<file path="config.mk">
export PLATFORM = sky130hd
export DESIGN_NAME = sram_controller
export DESIGN_NICKNAME = d
export VERILOG_FILES = /design/src/rtl/sram_controller_pkg.sv /design/src/rtl/sram_controller.sv
export SDC_FILE = /design/constraint.sdc
export NUM_CORES = 1
export LEC_CHECK = 0
export BUFFER_PORTS_ARGS = -buffer_cell sky130_fd_sc_hd__buf_4
export CAP_MARGIN = 0
export CORE_MARGIN = 2
export CORE_UTILIZATION = 51
export DETAILED_ROUTE_END_ITERATION = 16
export PLACE_DENSITY_LB_ADDON = 0.1
export SETUP_SLACK_MARGIN = 0.2
export SYNTH_ARGS = -nofsm -noshare
export SYNTH_HDL_FRONTEND = slang
export SYNTH_SLANG_ARGS = --single-unit
</file>
<file path="constraint.sdc">
create_clock -name clk -period 5.3 [get_ports clk]
set_clock_uncertainty 0.05 [all_clocks]
set_input_delay 0.265 -clock clk [delete_from_list [all_inputs] [get_ports clk]]
set_output_delay 0.265 -clock clk [all_outputs]
set_load 0.005 [all_outputs]
</file>
<file path="src/rtl/sram_controller_pkg.sv">
// Shared definitions for the MEM-stage SRAM controller and the data-memory model.
// Holds the FSM state type, the SRAM data width, and the default CPU base address.
package sram_controller_pkg;

    typedef enum logic [1:0] {
        ST_IDLE = 2'd0,
        ST_LOW  = 2'd1,
        ST_HIGH = 2'd2,
        ST_DONE = 2'd3
    } sram_state_e;

    localparam int          SRAM_W        = 16;
    localparam int unsigned BASE_ADDR_DEF = 32'd1024;

    // CPU byte address to SRAM word index; wraps in 32 bits below the base.
    function automatic logic [31:0] byte_to_word(input logic [31:0] addr,
                                                 input logic [31:0] base);
        logic [31:0] diff;
        diff = addr - base;
        return {2'b00, diff[31:2]};
    endfunction

endpackage

</file>
<file path="src/rtl/sram_controller.sv">
// Splits a 32-bit load/store into two 16-bit accesses on an asynchronous SRAM,
// holding ready low until the full word has been transferred.
module sram_controller
    import sram_controller_pkg::*;
#(
    parameter int          ADDR_W      = 18,
    parameter int          WAIT_CYCLES = 2,
    parameter int unsigned BASE_ADDR   = BASE_ADDR_DEF
) (
    input  logic              clk,
    input  logic              rst,
    input  logic              rd_en,
    input  logic              wr_en,
    input  logic [31:0]       address,
    input  logic [31:0]       write_data,
    output logic [31:0]       read_data,
    output logic              ready,
    output logic [ADDR_W-1:0] sram_addr,
    input  logic [SRAM_W-1:0] sram_dq_in,
    output logic [SRAM_W-1:0] sram_dq_out,
    output logic              sram_dq_oe,
    output logic              sram_ce_n,
    output logic              sram_oe_n,
    output logic              sram_we_n,
    output logic              sram_ub_n,
    output logic              sram_lb_n
);

    localparam int              CNT_W    = (WAIT_CYCLES > 2) ? $clog2(WAIT_CYCLES) : 1;
    localparam logic [CNT_W-1:0] LAST_CNT = CNT_W'(WAIT_CYCLES - 1);

    sram_state_e       state_r;
    sram_state_e       state_s;
    logic [CNT_W-1:0]  cnt_r;
    logic [ADDR_W-2:0] word_r;
    logic [31:0]       wdata_r;
    logic              op_wr_r;
    logic [31:0]       read_data_r;
    logic [31:0]       word_s;
    logic              req_s;
    logic              last_s;
    logic              active_s;
    logic              half_s;
    logic              unused_word_s;

    assign req_s         = rd_en | wr_en;
    assign last_s        = (cnt_r == LAST_CNT);
    assign word_s        = byte_to_word(address, 32'(BASE_ADDR));
    assign unused_word_s = ^word_s[31:ADDR_W-1];

    // State register
    always_ff @(posedge clk or posedge rst) begin
        if (rst) begin
            state_r <= ST_IDLE;
        end else begin
            state_r <= state_s;
        end
    end

    // Next-state decode; each half ends on the last wait count
    always_comb begin
        state_s = state_r;
        case (state_r)
            ST_IDLE: begin
                if (req_s) begin
                    state_s = ST_LOW;
                end else begin
                    state_s = ST_IDLE;
                end
            end
            ST_LOW: begin
                if (last_s) begin
                    state_s = ST_HIGH;
                end else begin
                    state_s = ST_LOW;
                end
            end
            ST_HIGH: begin
                if (last_s) begin
                    state_s = ST_DONE;
                end else begin
                    state_s = ST_HIGH;
                end
            end
            ST_DONE: state_s = ST_IDLE;
            default: state_s = ST_IDLE;
        endcase
    end

    // Wait counter restarts on every state change so each half gets WAIT_CYCLES cycles
    always_ff @(posedge clk or posedge rst) begin
        if (rst) begin
            cnt_r <= {CNT_W{1'b0}};
        end else if (state_s != state_r) begin
            cnt_r <= {CNT_W{1'b0}};
        end else if ((state_r == ST_LOW) || (state_r == ST_HIGH)) begin
            cnt_r <= cnt_r + CNT_W'(1);
        end else begin
            cnt_r <= {CNT_W{1'b0}};
        end
    end

    // Request latch; writes take priority when both enables are present
    always_ff @(posedge clk or posedge rst) begin
        if (rst) begin
            word_r  <= {(ADDR_W-1){1'b0}};
            wdata_r <= 32'h0000_0000;
            op_wr_r <= 1'b0;
        end else if ((state_r == ST_IDLE) && req_s) begin
            word_r  <= word_s[ADDR_W-2:0];
            wdata_r <= write_data;
            op_wr_r <= wr_en;
        end else begin
            word_r  <= word_r;
            wdata_r <= wdata_r;
            op_wr_r <= op_wr_r;
        end
    end

    // Read capture at the end of each half; stores leave read_data untouched
    always_ff @(posedge clk or posedge rst) begin
        if (rst) begin
            read_data_r <= 32'h0000_0000;
        end else if (last_s && !op_wr_r) begin
            case (state_r)
                ST_LOW:  read_data_r[15:0]  <= sram_dq_in;
                ST_HIGH: read_data_r[31:16] <= sram_dq_in;
                default: read_data_r        <= read_data_r;
            endcase
        end else begin
            read_data_r <= read_data_r;
        end
    end

    // SRAM pins decoded from registered state only
    always_comb begin
        active_s    = (state_r == ST_LOW) || (state_r == ST_HIGH);
        half_s      = (state_r == ST_HIGH);
        sram_addr   = {word_r, half_s};
        sram_ce_n   = ~active_s;
        sram_ub_n   = ~active_s;
        sram_lb_n   = ~active_s;
        sram_oe_n   = ~(active_s & ~op_wr_r);
        sram_dq_oe  = active_s & op_wr_r;
        // we_n releases one cycle early so address and data are held past the write edge
        sram_we_n   = ~(active_s & op_wr_r & (cnt_r < LAST_CNT));
        sram_dq_out = 16'h0000;
        if (active_s && op_wr_r) begin
            if (half_s) begin
                sram_dq_out = wdata_r[31:16];
            end else begin
                sram_dq_out = wdata_r[15:0];
            end
        end else begin
            sram_dq_out = 16'h0000;
        end
    end

    // Pipeline stall control
    always_comb begin
        case (state_r)
            ST_DONE: ready = 1'b1;
            ST_IDLE: ready = ~req_s;
            default: ready = 1'b0;
        endcase
    end

    assign read_data = read_data_r;

endmodule

</file>
# Word level (Yosys, flattened, before mapping)
# Index checks and enable logic that the tools add are counted.
# classes
addsub	2
order_cmp	1
n_eq_ne	4
muxes	9
bitwise	9
reduce_logical	8
# op_table
op	count
$mux W16	2
$sub A19 B11 Y19 const B	1
$pmux W2 S4	1
$not A1 Y1	5
$eq A2 B2 Y1 const B	2
$mux W1	4
$reduce_and A2 Y1	2
$and A1 B1 Y1	3
$logic_and A1 B1 Y1	3
$eq A2 B1 Y1 const B	1
$logic_not A2 Y1	1
$mux W2	1
$ne A2 B2 Y1	1
$pmux W1 S2	1
$add A1 B1 Y1 const B	1
$logic_not A1 Y1	1
$logic_or A1 B1 Y1	1
$lt A1 B1 Y1 const B	1
$or A1 B1 Y1	1
# totals
reg_bits	85
elab_cells	40

# Logic depth before layout (Yosys ltp)
# Gate-level depths: netlist of the first run.
# depth
depth_word	5
mapped_depth	7
depth_no_buf	5

# Worst setup path after synthesis of the first run
# No wires, ideal clock.
# synth_timing
path_kind	flip-flop to flip-flop
from	register state_r[0]
to	register read_data_r[16], in the netlist read_data[16]
setup_ns	0.125
arrival_time_ns	1.650
slack_ns	3.476
path_stages_with_launch	7
path_buffers	2
synth_period_minus_slack_ns	1.824
path_cell_list	dfrtp_1 inv_1 ha_1 buf_2 nand2_1 buf_2 mux2_2
# synth_between
elab_chain_len	2
# synth_lines
element	line_no	source
start, declared	sram_controller.sv:32	sram_state_e state_r;
start signal, assigned	sram_controller.sv:56	state_r <= state_s;
$eq A2 B2 Y1	--	
named net half_s	sram_controller.sv:43	logic half_s;
$reduce_and A2 Y1 (no line)	--	
end signal, assigned	sram_controller.sv:127	ST_HIGH: read_data_r[31:16] <= sram_dq_in;
end signal, assigned	sram_controller.sv:128	default: read_data_r <= read_data_r;
end signal, assigned	sram_controller.sv:131	read_data_r <= read_data_r;
end, declared	sram_controller.sv:38	logic [31:0] read_data_r;
# The timed path passes the listed nets, and every way through them passes these cells.
# A chain may end at the register's enable or synchronous reset.

# Worst setup path after layout of the first run
# layout_timing
from	register state_r[0]
to	output sram_we_n
# layout_between
elab_chain_len	5
elab_cells_between_ends	6
classes_between	2 x eq/ne; 3 x bitwise; 1 x reduce/logical
# layout_lines
element	line_no	source
$eq A2 B1 Y1 or $eq A2 B2 Y1 (tied branches)	sram_controller.sv:137	active_s = (state_r == ST_LOW) || (state_r == ST_HIGH);
$logic_or A1 B1 Y1 *	sram_controller.sv:137	
$and A1 B1 Y1 * (2 in a row)	sram_controller.sv:146	sram_we_n = ~(active_s & op_wr_r & (cnt_r < LAST_CNT));
$not A1 Y1 *	sram_controller.sv:146	
end, declared	sram_controller.sv:24	output logic sram_we_n,
# Mark *: on every way between the ends. The rest lies on a longest branch, timed or not.

==> impl_results.md, run 1 <==
- Post-CTS sizing: 0
- Top_reg_cell synth: dfrtp_1
- Htree depth: 3
- Leakage: 2.509 nW
- Die W: 88.70 um
- Largest area contributor in the netlist: dfrtp_1
- Synth Warn #: 0
- ANT cells: 0
- Antenna violations before repair: 0
- Required time of the critical path: 4.99 ns
- Status: completed
- R2R Setup Slk: 3.22 ns
- Cell count of the worst reg-to-reg path: 5
- Synth Cell Area: 0.003659 mm^2
- Final cell count without fillers: 592
- Worst slew margin: 0.2714
- Slew @ Worst Pin: 1.089 ns
- Vias/cell: 4.877
- Number of synthesized flops with an enable pin: 0
- Clk pin slew, worst setup/hold paths: 0.09 ns
- Final nets: 581
- Placed cells: 576
- CTS Sinks: 85
- DRT iter0 DRCs: 126
- Ys async rst share: 1.000
- Data arrival time of the worst path: 2.20 ns
- Post-route worst setup slack: 2.782 ns
- Post-Syn Nets: 446
- Gr usage total: 0.2133
- Share of the synthesized area in the top cell type: 0.5814
- Initial Util: 0.5326
- Distinct cells, synth: 26
- Hold Path End: word_r[0]$_DFFE_PP0P_
- Core ar.: 0.006869 mm^2
- Core Rows: 30
- Clock root buffer: clkbuf_8
- Synthesized instance count: 356
- Setup CP Type: register to output port
- Max Fanout on Critical Path: 18
- CTS Buf Count: 9
- Detailed Place HPWL: 5.564 mm
- Post-Route WL: 7.986 mm
- Worst flop-to-flop path endpoint: word_r[13]$_DFFE_PP0P_
- PortBufs: 141
- Hold WS: 0.04232 ns
- Power Density: 562.4 mW/mm^2
- DRC: 0
- RSZ-0062 raised after global routing: no
- Hold path start: address[2]
- Crit path time final: 2.518 ns
- Final setup viols: 0
- Final Hold Viols: 0
- GP Congestion: 0.7843
- Period utilisation layout: 0.4751
- Die Ht: 88.70 um
- IO Pins: 157
- Tot Pwr: 2.787 mW
- Pre-CTS setup slack: 3.088 ns
- TritonCTS clock tree: done
- Pre-Repair DR Iteration Count: 5
- Commonest cells in the netlist: 130 x nand2_1, 85 x dfrtp_1, 33 x mux2_2
- Die area: 0.007867 mm^2
- Vias: 2887
- Max IR drop VDD: 302.0 uV
- Max-slew violations: 0
- Avg Inst Size Synth: 10.28 um^2
- Critical path origin: state_r[0]$_DFF_PP0_
- Most instantiated library cell after synthesis: nand2_1
- Seq cells post-synth: 85
- Worst hold path depth: 3
- Max Cap Viol: 0
- First-pass GRT wire length: 12.83 mm
- GR Overflow Total: 0
- Layout cell share with drive strength beyond 1: 0.4012
- Worst setup EP type: output port
- Clk buf depth: 2
- Hold Path Class: primary input to register
- Pin count of the biggest net entering global routing: 86
- Post-CTS setup buffers: 0
- Register area share after synthesis: 0.5814
- Vias in the first global route: 2821
- Fmax: 0.3971 GHz
- Clock Latency Late Sink: 0.35 ns
- Largest cells by area after synthesis: dfrtp_1 58%, nand2_1 13%, mux2_2 10%
- Routed WL per cell: 13.49 um
- Syn-to-layout area delta: 35.47%
- Reg2reg start: state_r[0]$_DFF_PP0_
- # hold bufs at CTS: 0
- CP Launch Type: register
- Routed Antenna Nets: 0
- Final setup TNS: 0 ns
## placed cells by master, fill, tap and decap left out
cell type	count
or4_1	1
or4_4	1
or3b_4	1
nor2b_1	1
clkinv_2	2
clkinvlp_4	3
nand3_1	1
nor2_1	24
inv_1	6
nand2_1	130
clkbuf_1	1
or3_1	3
a21oi_1	1
o21ai_4	1
nand2b_1	1
buf_4	143
dfrtp_1	85
mux2i_1	17
a31oi_1	6
ha_1	6
nor4_1	1
o31ai_1	3
xnor2_1	1
clkinv_4	1
mux2_2	33
o21a_2	1
or2_2	3
clkbuf_8	10
nor3_1	1
o21ai_0	8
## state kept, by name (all words and copies together), names as in the netlist
register and cells:
state_r 2, op_wr_r 1, wdata_r 32, read_data 32
cnt_r 1, word_r 17
## metal layers
metal	up-vias	track usage	routed length, um
met3	10	0.07369	630
met1	1347	0.2672	3397
li1	1427	-	-
met5	-	0	0
met4	0	0.07438	118
met2	103	0.3460	3840
## power by group
group	internal (mW)	switching [mW]
Clock	0.183	0.229
Sequential	0.973	0.174
Combinational	0.657	0.571
Total	1.81	0.974
## cell type report
cell class	instances	area, um^2
clock buffers	11	141.4
clock inverters	5	36.28
fillers	541	1913
inverters	7	27.53
multi-input cells	245	1430
flip-flops and latches	85	2127
well taps	96	120.1
repair buffers	143	1074
## critical path: stages, from the launching register on
cell and delay (ns):
dfrtp_1 0.43, inv_1 0.12, ha_1 0.34, nand2_1 0.39, or2_2 0.44, buf_4 0.14
## worst max-delay path by stage
stage / slack, ns / to
after detailed placement: 3.09 / sram_we_n
after floorplan: 2.79 / cnt_r$_DFF_PP0_
after global routing: 2.57 / sram_we_n
after global placement: 3.12 / sram_we_n
after CTS: 2.69 / sram_we_n
final: 2.78 / sram_we_n
## stage by stage
step                        util  area (um^2)
final                     0.7215         4956
after global routing      0.7215         4956
after CTS                 0.7215         4956
after detailed placement  0.6956         4778
after global placement    0.6956         4778
after floorplan                -         3659
## logic make-up (layout without fill, tap and decap cells)
logic type / count (synthesis) / after routing / synth area share
AND/OR/NAND/NOR: 168 / 168 / 0.1843
flip-flops: 85 / 85 / 0.5814
XOR/XNOR: 1 / 1 / 0.002394
buffers and inverters: 26 / 166 / 0.03112
adder cells (fa/ha/maj): 6 / 6 / 0.02052
multiplexers: 50 / 50 / 0.1481
AO/OA/AOI/OAI: 20 / 20 / 0.03215
Power figures use the tool's default switching activity.
==> inputs of run 2 (changes only) <==
Settings changed: ABC_AREA set to 1, CORE_UTILIZATION 51 to 43.
Clock period 5.3 ns to 2.2 ns, I/O delays scaled along.
==> run 2 against run 1 <==
  * Setup slack worse by 2.4 ns
  * Critical path depth up 1
  * Die area up 20%
  * Clock power rose to 2.7 times the previous value
  * Power rose to 2.6 times the previous value
  * Hold slack worse by 0.012 ns
  * Highest routed layer unchanged
==> impl_results.md, run 2 <==
- Detailed Place HPWL: 6.078 mm
- Htree depth: 3
- DRT iter0 DRCs: 108
- GP Congestion: 0.8342
- Commonest cells in the netlist: 218 x nand2_1, 85 x dfrtp_1, 38 x o21ai_0
- Share of the synthesized area in the top cell type: 0.5678
- Gr usage total: 0.2137
- Final Cell Area: 0.005791 mm^2
- Post-Syn Nets: 550
- DRC: 0
- Distinct cells, synth: 21
- Internal cell power: 4.482 mW
- Routed Antenna Nets: 0
- CTS Buf Count: 9
- Pre-CTS setup slack: 0.3744 ns
- Largest cells by area after synthesis: dfrtp_1 57%, nand2_1 22%, o21ai_0 5.1%
- Most instantiated library cell after synthesis: nand2_1
- Max IR drop VDD: 595.3 uV
- Syn-to-layout area delta: 54.58%
- IO Pins: 157
- Most frequent cells in the layout: 218 x nand2_1, 148 x buf_4, 85 x dfrtp_1
- Gate power share: 0.460
- Period utilisation layout: 0.8406
- Final Hold Viols: 0
- Instance area at placement: 0.004906 mm^2
- Final nets: 752
- Final setup viols: 0
- Antenna violations before repair: 0
- Post-Route WL: 9.733 mm
- Pin count of the biggest net entering global routing: 86
- CTS Sinks: 85
- Synth Cell Area: 0.003746 mm^2
- PortBufs: 141
- Filler cells: 734
- Clk pin slew, worst setup/hold paths: 0.09 ns
- Vias: 3570
- Sw Share: 0.3703
- Crit path cell chain: inv_2 -> ha_2 -> buf_8 -> nand2_1 -> a21oi_2 -> buf_4
- Data arrival time of the worst path: 1.69 ns
- Register area share after synthesis: 0.5678
- Max Fanout on Critical Path: 19
- Synthesized instance count: 460
- Max Cap Viol: 0
- Worst slew margin: 0.7074
- Synth Warn #: 0
- Hold Path Class: primary input to register
- Clk buf depth: 2
- Crit path time final: 1.849 ns
- Final setup TNS: 0 ns
- Avg Inst Size Synth: 8.144 um^2
- RSZ-0062 raised after global routing: no
- Routed WL per cell: 12.56 um
- Max-slew violations: 0
- Worst setup EP type: output port
- Clock Power Share: 0.157
- Commonest non-fill, non-tap cell in the layout: nand2_1
- Leakage: 3.101 nW
- Largest area contributor in the netlist: dfrtp_1
- Seq cells post-synth: 85
- Die W: 97.34 um
- Layout cell share with drive strength beyond 1: 0.2714
- Setup CP Type: register to output port
- Power Density: 1229 mW/mm^2
- ANT cells: 0
- TritonCTS clock tree: done
- Sequential power share: 0.383
- Core Rows: 34
- CP Launch Type: register
- Initial Util: 0.4359
- Slew @ Worst Pin: 0.4390 ns
- Crit path buffers/inverters: 3
- Required time of the critical path: 2.04 ns
- Critical-path top delay cell: dfrtp_1
- Clock Latency Late Sink: 0.35 ns
- Die area: 0.009474 mm^2
- Psw: 2.636 mW
- Fmax: 0.5407 GHz
- Number of synthesized flops with an enable pin: 0
- Slowest Stage Delay on Critical Path: 0.39 ns
- Post-route worst setup slack: 0.3506 ns
- Status: completed
- Delay-heaviest family, CP: buffers and inverters
- Pre-Repair DR Iteration Count: 4
- Clock root buffer: clkbuf_8
- Vias in the first global route: 3529
- First-pass GRT wire length: 16.59 mm
- Top_reg_cell synth: dfrtp_1
- GR Overflow Total: 0
- Die Ht: 97.34 um
- Ys async rst share: 1.000
- Core ar.: 0.008593 mm^2
- Vias/cell: 4.606
[run 2: changes by cell type in the layout (fill, tap and decap cells not counted), moves of 5 or more]
cell / change
nor2_1: -10
a21oi_1: +13
dlygate4sd3_1: +61
nand2_1: +88
nand3_1: +10
mux2i_1: -17
buf_4: +5
inv_1: +28
o21ai_0: +30
mux2_2: -33
[run 2: timing repair]
action / CTS / global route
hold buffers: 61 / 0
resized for setup: 2 / 8
pin swaps: 0 / 0
endpoints found under the setup margin: 17 / 18
hold endpoints to repair: 161 / 0
setup buffers: 2 / 1
[run 2: tightest hold or removal path, stage by stage]
cell and delay (ns):
buf_4 0.09, nand3_1 0.07, nand3_1 0.08, nand2_1 0.05
[run 2: power by group through the flow]
stage	combinational (mW)	clock [mW]	sequential, mW
2_1_floorplan	1.61	0	2.74
3_3_place_gp	3.02	0	2.72
3_5_place_dp	3.08	0	2.75
4_1_cts	3.23	1.15	2.72
5_1_grt	3.69	1.22	2.83
6_report	3.27	1.12	2.73
[run 2: cells by family (layout without fill, tap and decap cells)]
family	Yosys count	in the layout	synth area share
and+or+nand+nor	248	248	0.2568
DFF	85	85	0.5678
buffers and inverters	61	268	0.07281
AOI/OAI and AO/OA	60	60	0.08250
adders and majority gates	6	6	0.02004
[run 2: path summary, 6_finish.rpt]
kind / endpoint / startpoint / depth (start not counted) / slack (ns)
hold reg to reg: wdata_r[10]$_DFFE_PP0P_ / wdata_r[10]$_DFFE_PP0P_ / 2 / 0.42
setup reg to reg: word_r[8]$_DFFE_PP0P_ / state_r[1]$_DFF_PP0_ / 8 / 0.51
max in group asynchronous: wdata_r[31]$_DFFE_PP0P_ / rst / 4 / 1.36
setup / recovery: sram_dq_out[8] / state_r[0]$_DFF_PP0_ / 6 / 0.35
min in group asynchronous: wdata_r[11]$_DFFE_PP0P_ / rst / 4 / 0.41
hold / removal: word_r[15]$_DFFE_PP0P_ / address[17] / 4 / 0.03
[run 2: stage by stage]
| step | hold WS [ns] | power, mW | utilization | instances |
|---|---|---|---|---|
| CTS | 0.02007 | 7.105 | 0.6690 | 774 |
| floorplan | 0.1687 | 4.349 | - | 460 |
| global route | 0.04201 | 7.740 | 0.6739 | 775 |
| finish | 0.03006 | 7.118 | 0.6739 | 775 |
| global placement | 0.2308 | 5.740 | 0.5709 | 695 |
| detailed placement | 0.2328 | 5.837 | 0.5709 | 695 |
[run 2: cell type report]
| class | count | area [um^2] | area share |
|---|---|---|---|
| sequential | 85 | 2127 | 0.3673 |
| inverter | 38 | 150.1 | 0.02593 |
| multi-input combinational | 314 | 1373 | 0.2370 |
| clock buffer | 9 | 123.9 | 0.02139 |
| tap | 108 | 135.1 | 0.02334 |
| clock inverter | 7 | 73.82 | 0.01275 |
| timing repair buffer | 214 | 1808 | 0.3122 |
[run 2: per-layer routing]
metal / vias to the layer above / global-route usage / part of all wire
met5: - / 0 / 0
met4: 0 / 0.07906 / 0.020
met3: 19 / 0.04820 / 0.049
met2: 106 / 0.3606 / 0.50
met1: 1628 / 0.2706 / 0.43
li1: 1817 / - / -
